[src/rtl/md_pkg.sv]
// Shared definitions for the sequential RV32M multiply/divide unit:
// funct3 encodings, FSM states and small opcode-decode helpers.
package md_pkg;

    localparam int WIDTH_DEF = 32;
    localparam int CNT_W     = 6;

    typedef enum logic [2:0] {
        F3_MUL    = 3'b000,
        F3_MULH   = 3'b001,
        F3_MULHSU = 3'b010,
        F3_MULHU  = 3'b011,
        F3_DIV    = 3'b100,
        F3_DIVU   = 3'b101,
        F3_REM    = 3'b110,
        F3_REMU   = 3'b111
    } funct3_e;

    typedef enum logic [1:0] {
        ST_IDLE = 2'b00,
        ST_CALC = 2'b01,
        ST_FIX  = 2'b10,
        ST_DONE = 2'b11
    } state_e;

    // MUL only needs the low word, which is sign-agnostic, so it is treated as unsigned.
    function automatic logic f3_signed_a(input funct3_e f);
        case (f)
            F3_MULH, F3_MULHSU, F3_DIV, F3_REM: return 1'b1;
            default:                            return 1'b0;
        endcase
    endfunction

    function automatic logic f3_signed_b(input funct3_e f);
        case (f)
            F3_MULH, F3_DIV, F3_REM: return 1'b1;
            default:                 return 1'b0;
        endcase
    endfunction

    function automatic logic f3_is_div(input funct3_e f);
        case (f)
            F3_DIV, F3_DIVU, F3_REM, F3_REMU: return 1'b1;
            default:                          return 1'b0;
        endcase
    endfunction

    // Result comes from the upper accumulator half (high product word or remainder).
    function automatic logic f3_upper(input funct3_e f);
        case (f)
            F3_MULH, F3_MULHSU, F3_MULHU, F3_REM, F3_REMU: return 1'b1;
            default:                                       return 1'b0;
        endcase
    endfunction

endpackage

[src/rtl/md_div_step.sv]
// One restoring-division step: shift {remainder, dividend} left by one,
// subtract the divisor when it fits and shift the quotient bit in.
module md_div_step
    import md_pkg::*;
#(
    parameter int WIDTH = WIDTH_DEF
) (
    input  logic [2*WIDTH:0]   i_acc,
    input  logic [WIDTH-1:0]   i_divisor,
    output logic [2*WIDTH:0]   o_acc
);

    logic [WIDTH+1:0] w_rem_sh;
    logic [WIDTH+1:0] w_diff;
    logic [WIDTH-1:0] w_quo_sh;

    assign w_rem_sh = {i_acc[2*WIDTH:WIDTH], i_acc[WIDTH-1]};
    assign w_quo_sh = {i_acc[WIDTH-2:0], 1'b0};
    assign w_diff   = w_rem_sh - {2'b00, i_divisor};

    // A clear sign bit on the difference means the divisor fits: keep it and set the quotient bit.
    always_comb begin
        o_acc = {w_rem_sh[WIDTH:0], w_quo_sh};
        if (!w_diff[WIDTH+1]) begin
            o_acc = {w_diff[WIDTH:0], w_quo_sh[WIDTH-1:1], 1'b1};
        end else begin
            o_acc = {w_rem_sh[WIDTH:0], w_quo_sh};
        end
    end

endmodule

[src/rtl/seq_mul_div.sv]
// Iterative RV32M multiply/divide unit with a fixed WIDTH+3 cycle latency,
// sharing one 2*WIDTH+1-bit accumulator between shift-add and restoring divide.
module seq_mul_div
    import md_pkg::*;
#(
    parameter int WIDTH = WIDTH_DEF
) (
    input  logic             clk,
    input  logic             reset,
    input  logic             start,
    input  logic [2:0]       funct3,
    input  logic [WIDTH-1:0] rs1_val,
    input  logic [WIDTH-1:0] rs2_val,
    input  logic [4:0]       rd_in,
    output logic             busy,
    output logic             done,
    output logic [WIDTH-1:0] result,
    output logic [4:0]       rd_out,
    output logic             we_out
);

    localparam int                AW        = 2 * WIDTH + 1;
    localparam logic [CNT_W-1:0]  CNT_ZERO  = CNT_W'(0);
    localparam logic [CNT_W-1:0]  CNT_ONE   = CNT_W'(1);
    localparam logic [CNT_W-1:0]  LAST_STEP = CNT_W'(WIDTH - 1);
    localparam logic [CNT_W-1:0]  SEL_STEP  = CNT_W'(WIDTH + 1);

    state_e             r_state;
    state_e             w_state_next;
    logic [CNT_W-1:0]   r_cnt;
    logic [AW-1:0]      r_acc;
    logic [WIDTH-1:0]   r_b;
    funct3_e            r_op;
    logic               r_sa;
    logic               r_sb;
    logic               r_div0;
    logic               r_busy;
    logic               r_done;
    logic               r_we;
    logic [WIDTH-1:0]   r_result;
    logic [4:0]         r_rd;

    funct3_e            w_op;
    logic               w_sa;
    logic               w_sb;
    logic [WIDTH-1:0]   w_a_abs;
    logic [WIDTH-1:0]   w_b_abs;
    logic [WIDTH:0]     w_mul_sum;
    logic [AW-1:0]      w_mul_acc;
    logic [AW-1:0]      w_div_acc;
    logic [2*WIDTH-1:0] w_prod;
    logic [2*WIDTH-1:0] w_prod_fix;
    logic [WIDTH-1:0]   w_quo;
    logic [WIDTH-1:0]   w_rem;
    logic [WIDTH-1:0]   w_quo_fix;
    logic [WIDTH-1:0]   w_rem_fix;
    logic [AW-1:0]      w_fix_acc;
    logic [WIDTH-1:0]   w_sel;

    assign w_op    = funct3_e'(funct3);
    assign w_sa    = f3_signed_a(w_op) & rs1_val[WIDTH-1];
    assign w_sb    = f3_signed_b(w_op) & rs2_val[WIDTH-1];
    assign w_a_abs = w_sa ? (-rs1_val) : rs1_val;
    assign w_b_abs = w_sb ? (-rs2_val) : rs2_val;

    // Multiply step: conditionally add the multiplicand to the high half, then shift right.
    assign w_mul_sum = r_acc[AW-1:WIDTH] + (r_acc[0] ? {1'b0, r_b} : {(WIDTH+1){1'b0}});
    assign w_mul_acc = {1'b0, w_mul_sum, r_acc[WIDTH-1:1]};

    md_div_step #(
        .WIDTH     (WIDTH)
    ) u_div_step (
        .i_acc     (r_acc),
        .i_divisor (r_b),
        .o_acc     (w_div_acc)
    );

    // Divide-by-zero leaves the all-ones quotient unsigned; the remainder always follows the dividend.
    assign w_prod     = r_acc[2*WIDTH-1:0];
    assign w_prod_fix = (r_sa ^ r_sb) ? (-w_prod) : w_prod;
    assign w_quo      = r_acc[WIDTH-1:0];
    assign w_rem      = r_acc[2*WIDTH-1:WIDTH];
    assign w_quo_fix  = ((r_sa ^ r_sb) && !r_div0) ? (-w_quo) : w_quo;
    assign w_rem_fix  = r_sa ? (-w_rem) : w_rem;
    assign w_fix_acc  = f3_is_div(r_op) ? {1'b0, w_rem_fix, w_quo_fix} : {1'b0, w_prod_fix};
    assign w_sel      = f3_upper(r_op) ? r_acc[2*WIDTH-1:WIDTH] : r_acc[WIDTH-1:0];

    // FSM state register.
    always_ff @(posedge clk) begin
        if (reset) begin
            r_state <= ST_IDLE;
        end else begin
            r_state <= w_state_next;
        end
    end

    // FSM next-state logic; FIX spends one cycle on sign correction and one on word selection.
    always_comb begin
        w_state_next = r_state;
        case (r_state)
            ST_IDLE: begin
                if (start) begin
                    w_state_next = ST_CALC;
                end else begin
                    w_state_next = ST_IDLE;
                end
            end
            ST_CALC: begin
                if (r_cnt == LAST_STEP) begin
                    w_state_next = ST_FIX;
                end else begin
                    w_state_next = ST_CALC;
                end
            end
            ST_FIX: begin
                if (r_cnt == SEL_STEP) begin
                    w_state_next = ST_DONE;
                end else begin
                    w_state_next = ST_FIX;
                end
            end
            ST_DONE: w_state_next = ST_IDLE;
            default: w_state_next = ST_IDLE;
        endcase
    end

    // Datapath and registered status outputs.
    always_ff @(posedge clk) begin
        if (reset) begin
            r_busy   <= 1'b0;
            r_done   <= 1'b0;
            r_we     <= 1'b0;
            r_result <= {WIDTH{1'b0}};
            r_rd     <= 5'd0;
            r_cnt    <= CNT_ZERO;
            r_acc    <= {AW{1'b0}};
            r_b      <= {WIDTH{1'b0}};
            r_op     <= F3_MUL;
            r_sa     <= 1'b0;
            r_sb     <= 1'b0;
            r_div0   <= 1'b0;
        end else begin
            r_busy <= (w_state_next != ST_IDLE);
            r_done <= (w_state_next == ST_DONE);
            r_we   <= (w_state_next == ST_DONE) && (r_rd != 5'd0);
            case (r_state)
                ST_IDLE: begin
                    if (start) begin
                        r_op   <= w_op;
                        r_rd   <= rd_in;
                        r_sa   <= w_sa;
                        r_sb   <= w_sb;
                        r_div0 <= (rs2_val == {WIDTH{1'b0}});
                        r_b    <= w_b_abs;
                        r_cnt  <= CNT_ZERO;
                        r_acc  <= {{(WIDTH+1){1'b0}}, w_a_abs};
                    end
                end
                ST_CALC: begin
                    r_acc <= f3_is_div(r_op) ? w_div_acc : w_mul_acc;
                    r_cnt <= r_cnt + CNT_ONE;
                end
                ST_FIX: begin
                    if (r_cnt == SEL_STEP) begin
                        r_result <= w_sel;
                    end else begin
                        r_acc <= w_fix_acc;
                    end
                    r_cnt <= r_cnt + CNT_ONE;
                end
                ST_DONE: r_cnt <= r_cnt;
                default: r_cnt <= CNT_ZERO;
            endcase
        end
    end

    assign busy   = r_busy;
    assign done   = r_done;
    assign we_out = r_we;
    assign result = r_result;
    assign rd_out = r_rd;

endmodule

[config.mk]
export PLATFORM = sky130hd
export DESIGN_NAME = seq_mul_div
export DESIGN_NICKNAME = d
export VERILOG_FILES = /design/src/rtl/md_pkg.sv /design/src/rtl/md_div_step.sv /design/src/rtl/seq_mul_div.sv
export SDC_FILE = /design/constraint.sdc
export NUM_CORES = 1
export LEC_CHECK = 0
export BUFFER_PORTS_ARGS = -buffer_cell sky130_fd_sc_hd__buf_4
export CORE_MARGIN = 1
export CORE_UTILIZATION = 25
export CTS_CLUSTER_DIAMETER = 30
export CTS_CLUSTER_SIZE = 25
export DETAILED_ROUTE_END_ITERATION = 8
export PLACE_DENSITY_LB_ADDON = 0.08
export SETUP_SLACK_MARGIN = 0.2
export SYNTH_ARGS = -nofsm -noshare
export SYNTH_HDL_FRONTEND = slang
export SYNTH_SLANG_ARGS = --single-unit
[constraint.sdc]
create_clock -name clk -period 10.5 [get_ports clk]
set_input_delay 0.525 -clock clk [delete_from_list [all_inputs] [get_ports clk]]
set_output_delay 0.525 -clock clk [all_outputs]
set_load 0.05 [all_outputs]
==> metrics.csv <==
metric,value,unit
vias,13500,
failing checks,design-rule violations,
slack of the critical path,5.88,ns
die width,234,µm
Antenna Diode Count,0,
GPL Wtd Cong,0.837,
most frequent cells in the layout,"nor2_1, nand2_1, dfxtp_1",
outcome,"complete, but fails checks",
clock root buffer,clkbuf_16,
syn nets,1959,
Async SR Flop Fraction,0,%
max-cap viol count,0,
"Hold-fix buffers, CTS",0,
Final HPWL DP,39600,µm
worst vdd ir,0.119,mV
syn_area_per_cell,7.46,µm²
yosys synthesis warning count,0,
Yosys reg bits,151,
max-slew violation count,0,
reg2reg end,r_acc[58],
CP Launch Type,flop,
hold_sp,rd_in[3],
Die Y,234,µm
Setup crit end kind,flop,
WHS Path Cells,3,
drt pass-1 iters,7,
maximum clock frequency,216,MHz
library cells used by synthesis,70,
Final min period,4.62,ns
CTS Buf Count,17,
number of global-route vias before repair,13100,
Cells after Synth,1806,
worst path arrival time,4.96,ns
CTS tree,built,
Worst Hold Endpoint,rd_out[3],
via-per-instance ratio,5.32,
sequential area share after synthesis,22.4,%
Slew HR,18.3,%
worst min path class,input pin to flop,
final WL,52400,µm
floorplan row count,84,
Final Skew,0.0227,ns
filler instances,5775,
first-pass GRT wire length,80800,µm
Reg2Reg Depth,11,
DRC Markers,6,
nets,1987,
largest net degree at the start of global routing,80,
critical setup path kind,flop to flop,
Power Density,119,nW/µm²
H-tree levels,4,
Initial Utilization,25.5,%
global-route usage over all layers,19.5,%
CP max FO,33,
layout cells sized above 1,11.9,%
"commonest non-fill, non-tap cell in the layout",nor2_1,
predominant post-synthesis flop cell,dfxtp_1,
clk slew on worst S/H paths,0.07,ns
Routed Antenna Nets,0,
Syn-to-layout area delta,15.0,%
RR Startpoint,r_acc[0],
static leakage,6.21,nW
Wirelength per Cell,20.7,µm
Post-CTS Setup Bufs,0,
initial drt markers,775,
grt total ovfl,0,
share of the synthesized area in the top cell type,22.4,%
Post-synth EDFFs,0,
Clock Path Buffers,2,
setup tns final,0,ns
die area,54800,µm²
RSZ-0062 raised after global routing,no,
Sink Count,151,
Worst Path Required,10.84,ns
reg-to-reg setup timing slack,5.88,ns
Port Buffer Count,114,
period utilization,44.0,%
initial antenna violation count,2,
io pins,115,
"Hold Vio Cnt, Final",0,
Synth area leader,dfxtp_1,
Worst-Margin Slew,1.23,ns
Post-Syn Area,13500,µm²
setup violators final,0,
cts repair resizes,0,
largest cells by area after synthesis,"dfxtp_1, ha_1, nor2_1",
Worst-Skew Late Latency,0.50,ns
pre-CTS setup slack,5.90,ns
core area,52900,µm²
-- worst max-delay path by stage --
stage	from	slack, ns	endpoint	cells after the start
after CTS	r_acc[0]	5.90	r_acc[58]	11
after global routing	r_acc[0]	5.55	r_acc[58]	11
after global placement	r_acc[0]	6.08	r_acc[58]	11
after floorplan	r_acc[0]	7.21	r_acc[62]	14
after detailed placement	r_acc[0]	5.90	r_acc[58]	11
final	r_acc[0]	5.88	r_acc[58]	11
-- registers in the layout, summed over array words and instances (netlist names) --
name,cells
r_acc,65
busy,1
r_sb,1
r_b,32
done,1
we_out,1
r_sa,1
r_state,2
r_div0,1
result,32
rd_out,5
r_op,3
r_cnt,6
-- synthesized netlist by cell type, types with 4 or more instances --
library cell / instances
nor2_1: 208
nand2_1: 155
dfxtp_1: 151
a21oi_1: 149
clkbuf_1: 110
o21ai_0: 95
xnor2_1: 82
ha_1: 76
a211oi_1: 71
inv_1: 63
mux2i_1: 58
xor2_1: 54
nor3_1: 50
a21o_1: 44
mux2_2: 33
nand3_1: 32
a221oi_1: 26
o211ai_1: 26
or3_1: 26
o31ai_1: 20
nor4_1: 18
a211o_1: 17
a31oi_1: 17
nand2b_1: 17
o21a_1: 16
or4_1: 16
o41ai_1: 14
nor2b_1: 13
o21ai_1: 13
a311oi_1: 12
and3_1: 12
and2_1: 8
a32oi_1: 7
nand4_1: 7
nor3b_1: 7
a221o_1: 6
buf_1: 6
o22ai_1: 6
a31o_2: 4
nor3_2: 4
o21bai_1: 4
o221ai_1: 4
or4_4: 4
-- critical path: stages, from the launching register on --
cell	delay, ns
dfxtp_1	0.37
inv_1	0.79
ha_1	0.33
nor3b_1	0.53
nand3_1	0.62
nor4_4	0.49
o21ai_2	0.21
or2_1	0.37
nor3_2	0.34
a311oi_1	0.14
a21oi_1	0.15
o221ai_1	0.12
-- power by group --
group,internal (W),switching [W],total (W)
clock network,0.000410,0.000291,0.000701
logic,0.000189,0.000300,0.000489
registers,0.000602,0.0000462,0.000648
total,0.00120,0.000637,0.00184
-- per-layer routing --
| metal | routed length, µm | up-vias | GRT usage, % | share of wire, % |
|---|---|---|---|---|
| li1 | - | 6703 | - | - |
| met1 | 25800 | 6465 | 27.2 | 49 |
| met2 | 24000 | 279 | 31.0 | 46 |
| met3 | 1740 | 41 | 2.53 | 3.3 |
| met4 | 860 | 0 | 5.76 | 1.6 |
| met5 | 0 | - | 0 | 0 |
-- stage by stage --
stage | total power (W) | util (%) | hold WS, ns | area (µm²) | std cells
floorplan | 0.000990 | - | 0.432 | 13500 | 1806
global placement | 0.00115 | 28.1 | 0.445 | 14900 | 2503
detailed placement | 0.00115 | 28.1 | 0.457 | 14900 | 2503
CTS | 0.00186 | 29.3 | 0.239 | 15500 | 2535
global route | 0.00194 | 29.3 | 0.272 | 15500 | 2535
finish | 0.00184 | 29.3 | 0.277 | 15500 | 2535
-- logic make-up after synthesis --
logic type / count (synthesis) / share of synthesized area [%]
compound gates: 572 / 28.0
xor+xnor: 136 / 8.84
fa+ha+maj: 78 / 7.36
buf+inv: 185 / 5.30
flops: 151 / 22.4
mux: 91 / 7.07
simple gates: 593 / 20.9
-- final cells by class --
cell class              instances  area, µm²  area share [%]
clock inverters                11        171            1.11
multi-input cells            1470       9750            63.0
flip-flops and latches        151       3020            19.5
repair buffers                131        983            6.35
well taps                     688        861            5.56
inverters                      63        236            1.53
clock buffers                  21        460            2.97
(Power assumes the default switching activity.)
